$ cat src/rtl/cpu_read_mux.sv
// rtl/cpu_read_mux.sv - CPU read steering between boot overlay and block RAM
module cpu_read_mux #(
  parameter int ADDR_WIDTH  = 16,
  parameter int MEM_LATENCY = 1
) (
  input  logic                  clk,
  input  logic                  reset_n,
  input  logic [ADDR_WIDTH-1:0] cpu_addr,
  input  logic                  cpu_rd,
  output logic [7:0]            cpu_din,
  output logic                  cpu_ready,
  output logic                  boot_rd,
  input  logic [7:0]            boot_data,
  input  logic                  boot_valid,
  output logic [ADDR_WIDTH-1:0] mem_addr,
  output logic                  mem_rd,
  input  logic [7:0]            mem_data,
  output logic                  boot_done
);

  typedef enum logic [2:0] {
    IDLE, BOOT_REQ, BOOT_CHK, MEM_REQ, MEM_WAIT, ACK
  } state_t;

  localparam logic [3:0] LAT = 4'(MEM_LATENCY);

  state_t                state, state_n;
  logic                  armed, armed_n;
  logic [3:0]            wait_cnt, wait_cnt_n;
  logic [7:0]            din_n;
  logic                  ready_n, boot_rd_n, mem_rd_n, boot_done_n;
  logic [ADDR_WIDTH-1:0] mem_addr_n;

  always_ff @(posedge clk or negedge reset_n) begin
    if (!reset_n) begin
      state     <= IDLE;
      armed     <= 1'b1;
      wait_cnt  <= 4'd0;
      cpu_din   <= 8'd0;
      cpu_ready <= 1'b0;
      boot_rd   <= 1'b0;
      mem_rd    <= 1'b0;
      mem_addr  <= '0;
      boot_done <= 1'b0;
    end else begin
      state     <= state_n;
      armed     <= armed_n;
      wait_cnt  <= wait_cnt_n;
      cpu_din   <= din_n;
      cpu_ready <= ready_n;
      boot_rd   <= boot_rd_n;
      mem_rd    <= mem_rd_n;
      mem_addr  <= mem_addr_n;
      boot_done <= boot_done_n;
    end
  end

  // Next values of every output register; strobes default low so each is a single-cycle pulse.
  always_comb begin
    state_n     = state;
    armed_n     = cpu_rd ? armed : 1'b1;
    wait_cnt_n  = wait_cnt;
    din_n       = cpu_din;
    ready_n     = 1'b0;
    boot_rd_n   = 1'b0;
    mem_rd_n    = 1'b0;
    mem_addr_n  = mem_addr;
    boot_done_n = boot_done;
    case (state)
      IDLE: begin
        if (cpu_rd && armed) begin
          armed_n    = 1'b0;
          mem_addr_n = cpu_addr;
          if (!boot_done && boot_valid) begin
            state_n   = BOOT_REQ;
            boot_rd_n = 1'b1;
          end else begin
            state_n  = MEM_REQ;
            mem_rd_n = 1'b1;
          end
        end
      end
      BOOT_REQ: state_n = BOOT_CHK;
      BOOT_CHK: begin
        if (boot_valid) begin
          din_n   = boot_data;
          ready_n = 1'b1;
          state_n = ACK;
        end else begin
          // Overlay ran dry on this strobe: fetch the same address from RAM instead.
          boot_done_n = 1'b1;
          mem_rd_n    = 1'b1;
          state_n     = MEM_REQ;
        end
      end
      MEM_REQ: begin
        wait_cnt_n = LAT;
        state_n    = MEM_WAIT;
      end
      MEM_WAIT: begin
        wait_cnt_n = wait_cnt - 4'd1;
        if (wait_cnt == 4'd1) begin
          din_n   = mem_data;
          ready_n = 1'b1;
          state_n = ACK;
        end
      end
      ACK:     state_n = IDLE;
      default: state_n = IDLE;
    endcase
  end

endmodule

$ cat config.mk
export PLATFORM = sky130hd
export DESIGN_NAME = cpu_read_mux
export DESIGN_NICKNAME = d
export VERILOG_FILES = /design/src/rtl/cpu_read_mux.sv
export SDC_FILE = /design/constraint.sdc
export NUM_CORES = 1
export LEC_CHECK = 0
export ABC_CLOCK_PERIOD_IN_PS = 2100
export CAP_MARGIN = 20
export CORE_MARGIN = 5
export CORE_UTILIZATION = 31
export DETAILED_ROUTE_END_ITERATION = 8
export HOLD_SLACK_MARGIN = 0.12
export SYNTH_ARGS = -nofsm -noshare
export SYNTH_HDL_FRONTEND = slang
export SYNTH_SLANG_ARGS = --single-unit
$ cat constraint.sdc
create_clock -name clk -period 2.1 [get_ports clk]
set_clock_uncertainty 0.2 [all_clocks]
set_input_delay 0.315 -clock clk [delete_from_list [all_inputs] [get_ports clk]]
set_output_delay 0.315 -clock clk [all_outputs]
set_load 0.01 [all_outputs]
==> out/qor.csv <==
stage,metric,value,unit
outcome,status,finished clean,
finish,multi_input_area,629,um^2
yosys,synth_edf_count,0,
placed_design,place_worst_setup_slack,0.0260,ns
routing,vias,1176,
finish,final.fill_count,465,
grt,grt_max_degree,37,
floorplan,rows,26,
routing,antenna_left,0,
sta,tightest_slew,0.806,ns
yosys,synth_warnings,0,
yosys,synth_fp_nets,157,
power,power_density,1390,nW/um^2
yosys,synth-seq-area-share,56.2,%
cts,clock_latency,0.28,ns
power,ir_drop,0.540,mV
routing,drc,0,
sta,holdWs,0.288,ns
yosys,syn_area_per_cell,13.5,um^2
critical_path,cp.required,2.06,ns
yosys,async_reset_ff_share,100,%
yosys,synth_ff_type,dfrtp_1,
sta,finalHoldViolations,0,
sta,rsz0062_at_grt,no,
flow_run,maxCapViolations,0,
grt,antenna_found_initial,0,
cts,cts-root-buf,clkbuf_8,
finish,syn_to_final_growth,49.5,%
yosys,yosysUniqueCellTypes,27,
floorplan,io_pins,64,
critical_path,path_class,flop to flop,
yosys,syn_inst,119,
finish,fin_nets,224,
critical_path,critPathCaptureType,flop,
cts,clockBufferDepth,2,
floorplan,die_h,82.0,um
routing,wl,3520,um
critical_path,worstPathMaxFanout,14,
routing,vias_per_cell,4.58,
sta,fmax,0.504,GHz
critical_path,slowest_delay,0.54,ns
sta,period_share,94.5,%
routing,avgRoutedWirePerCell,13.7,um
floorplan,die_w,82.0,um
cts,clkTransAtPathRegs,0.07,ns
cts,h-tree-depth,2,
sta,tns,0,ns
routing,firstDrtPassIters,6,
grt,grt_pass1_wl,5810,um
sta,setup_viol_count_final,0,
finish,antennaDiodeCount,0,
cts,cts_buffers,5,
grt,grt_overflow,0,
sta,worst_slack,0.116,ns
routing,initialDrtViolationCount,24,
finish,drive_gt1_share,16.6,%
placed_design,port_buffers,63,
min_path,hp-class,flop to flop,
power,p_leak,1.02,nW
cts,cts_sinks,36,
floorplan,die_area,6720,um^2
grt,grt_pass1_vias,1314,
finish,regArea,902,um^2
sta,maxSlewViolCount,0,
floorplan,initial_core_util,31.6,%
floorplan,core-area,5070,um^2
critical_path,arrival,1.95,ns
placed_design,gp_congestion,0.730,
yosys,ys_seq_elements,36,
placed_design,detailed_place_hpwl,2660,um
critical_path,crit_chain,"nor3b_2, buf_4, mux2_2, mux2_1",
yosys,synthesis.area,1610,um^2
critical_path,worstSetupStartpointType,flop,
grt,gr-usage-all-layers,11.5,%
cts,cts_tree,done,
finish,final_core_util,47.3,%
critical_path,cp_slowest_cell,dfrtp_1,
sta,slew_headroom,46.3,%
sta,layout_min_cycle_time,1.98,ns
power,power.total,3.33,mW
-- cell families (layout without fill, tap and decap cells) --
group | count (synthesis) | in the layout | share of synthesized area [%]
flip-flops | 36 | 36 | 56.2
multiplexers | 33 | 33 | 23.1
AND/OR/NAND/NOR | 22 | 22 | 7.87
AO/OA/AOI/OAI | 15 | 15 | 6.62
buffers and inverters | 11 | 79 | 4.68
adder cells (fa/ha/maj) | 2 | 2 | 1.56
-- cell usage after synthesis, drive strengths merged (3+ instances only) --
library cell / n / area, um^2
inv: 4 / 15.0
nor3: 3 / 15.0
dfrtp: 35 / 876
a21oi: 3 / 15.0
nor2: 7 / 26.3
and3: 3 / 18.8
o21ai: 3 / 15.0
mux2: 32 / 360
buf: 6 / 56.3
nand2: 3 / 11.3
-- metrics by stage --
| step | cells | area (um^2) |
|---|---|---|
| 2_1_floorplan | 119 | 1610 |
| 3_3_place_gp | 248 | 2280 |
| 3_5_place_dp | 248 | 2280 |
| 4_1_cts | 257 | 2400 |
| 5_1_grt | 257 | 2400 |
| 6_report | 257 | 2400 |
-- layout make-up --
| class | count | area share, % |
|---|---|---|
| Inverter | 4 | 0.626 |
| Sequential cell | 36 | 37.6 |
| Timing Repair Buffer | 67 | 27.4 |
| Clock inverter | 2 | 1.46 |
| Multi-Input combinational cell | 72 | 26.2 |
| Clock buffer | 6 | 3.02 |
| Tap cell | 70 | 3.65 |
-- flip-flops by register name, indices dropped and copies added, names as in the netlist, 3 cells and up --
signal and flops:
cpu_din 8, state 3, mem_addr 16, wait_cnt 4
-- cell usage in the layout, fill, tap and decap left out, types with 2 or more instances in the layout --
cell / synthesis / final
dfrtp_1: 35 / 35
nor3_1: 3 / 3
clkdlybuf4s50_1: 0 / 62
clkbuf_8: 0 / 5
ha_1: 2 / 2
nand2_1: 3 / 3
o21ai_0: 3 / 3
a21o_1: 2 / 2
a311oi_1: 2 / 2
mux2_2: 15 / 15
nand2b_1: 2 / 2
a21boi_0: 2 / 2
mux2_1: 17 / 17
inv_1: 4 / 4
and3_1: 3 / 3
buf_4: 3 / 3
nor2_1: 7 / 7
a21oi_1: 3 / 3
-- worst paths after layout --
path | from | to | slack (ns) | depth (start not counted)
worst max-delay path | state[1] | cpu_din[3] | 0.12 | 4
worst min-delay path | mem_addr[6] | mem_addr[6] | 0.29 | 1
worst max register to register | state[1] | cpu_din[3] | 0.12 | 4
worst min register to register | mem_addr[6] | mem_addr[6] | 0.29 | 1
max in group asynchronous | reset_n | cpu_din[3] | 0.74 | 2
min in group asynchronous | reset_n | mem_addr[15] | 0.45 | 2
-- critical path: cells and delay by family (launching register included) --
kind	cells	cell delay, ns
mux	2	0.66
flops	1	0.54
simple gates	1	0.24
buf+inv	1	0.22
-- what timing repair did --
action / 4_1_cts / 5_1_grt
hold buffers: 1 / 0
gates resized for setup: 0 / 1
buffers inserted: 0 / 0
hold endpoints to repair: 35 / 0
endpoints found under the setup margin: 0 / 8
-- per-layer routing --
metal,vias up,wire length [um],global-route usage (%)
met5,-,0,0
met3,6,428,5.59
met4,0,42,3.99
li1,551,-,-
met1,566,1360,11.5
met2,53,1690,20.6
-- where the power goes --
group | switching (mW) | internal, mW
Sequential | 0.232 | 1.02
Combinational | 0.568 | 0.909
Clock | 0.241 | 0.352
Total | 1.04 | 2.28
Note: power is estimated with default switching activity, not from simulation.
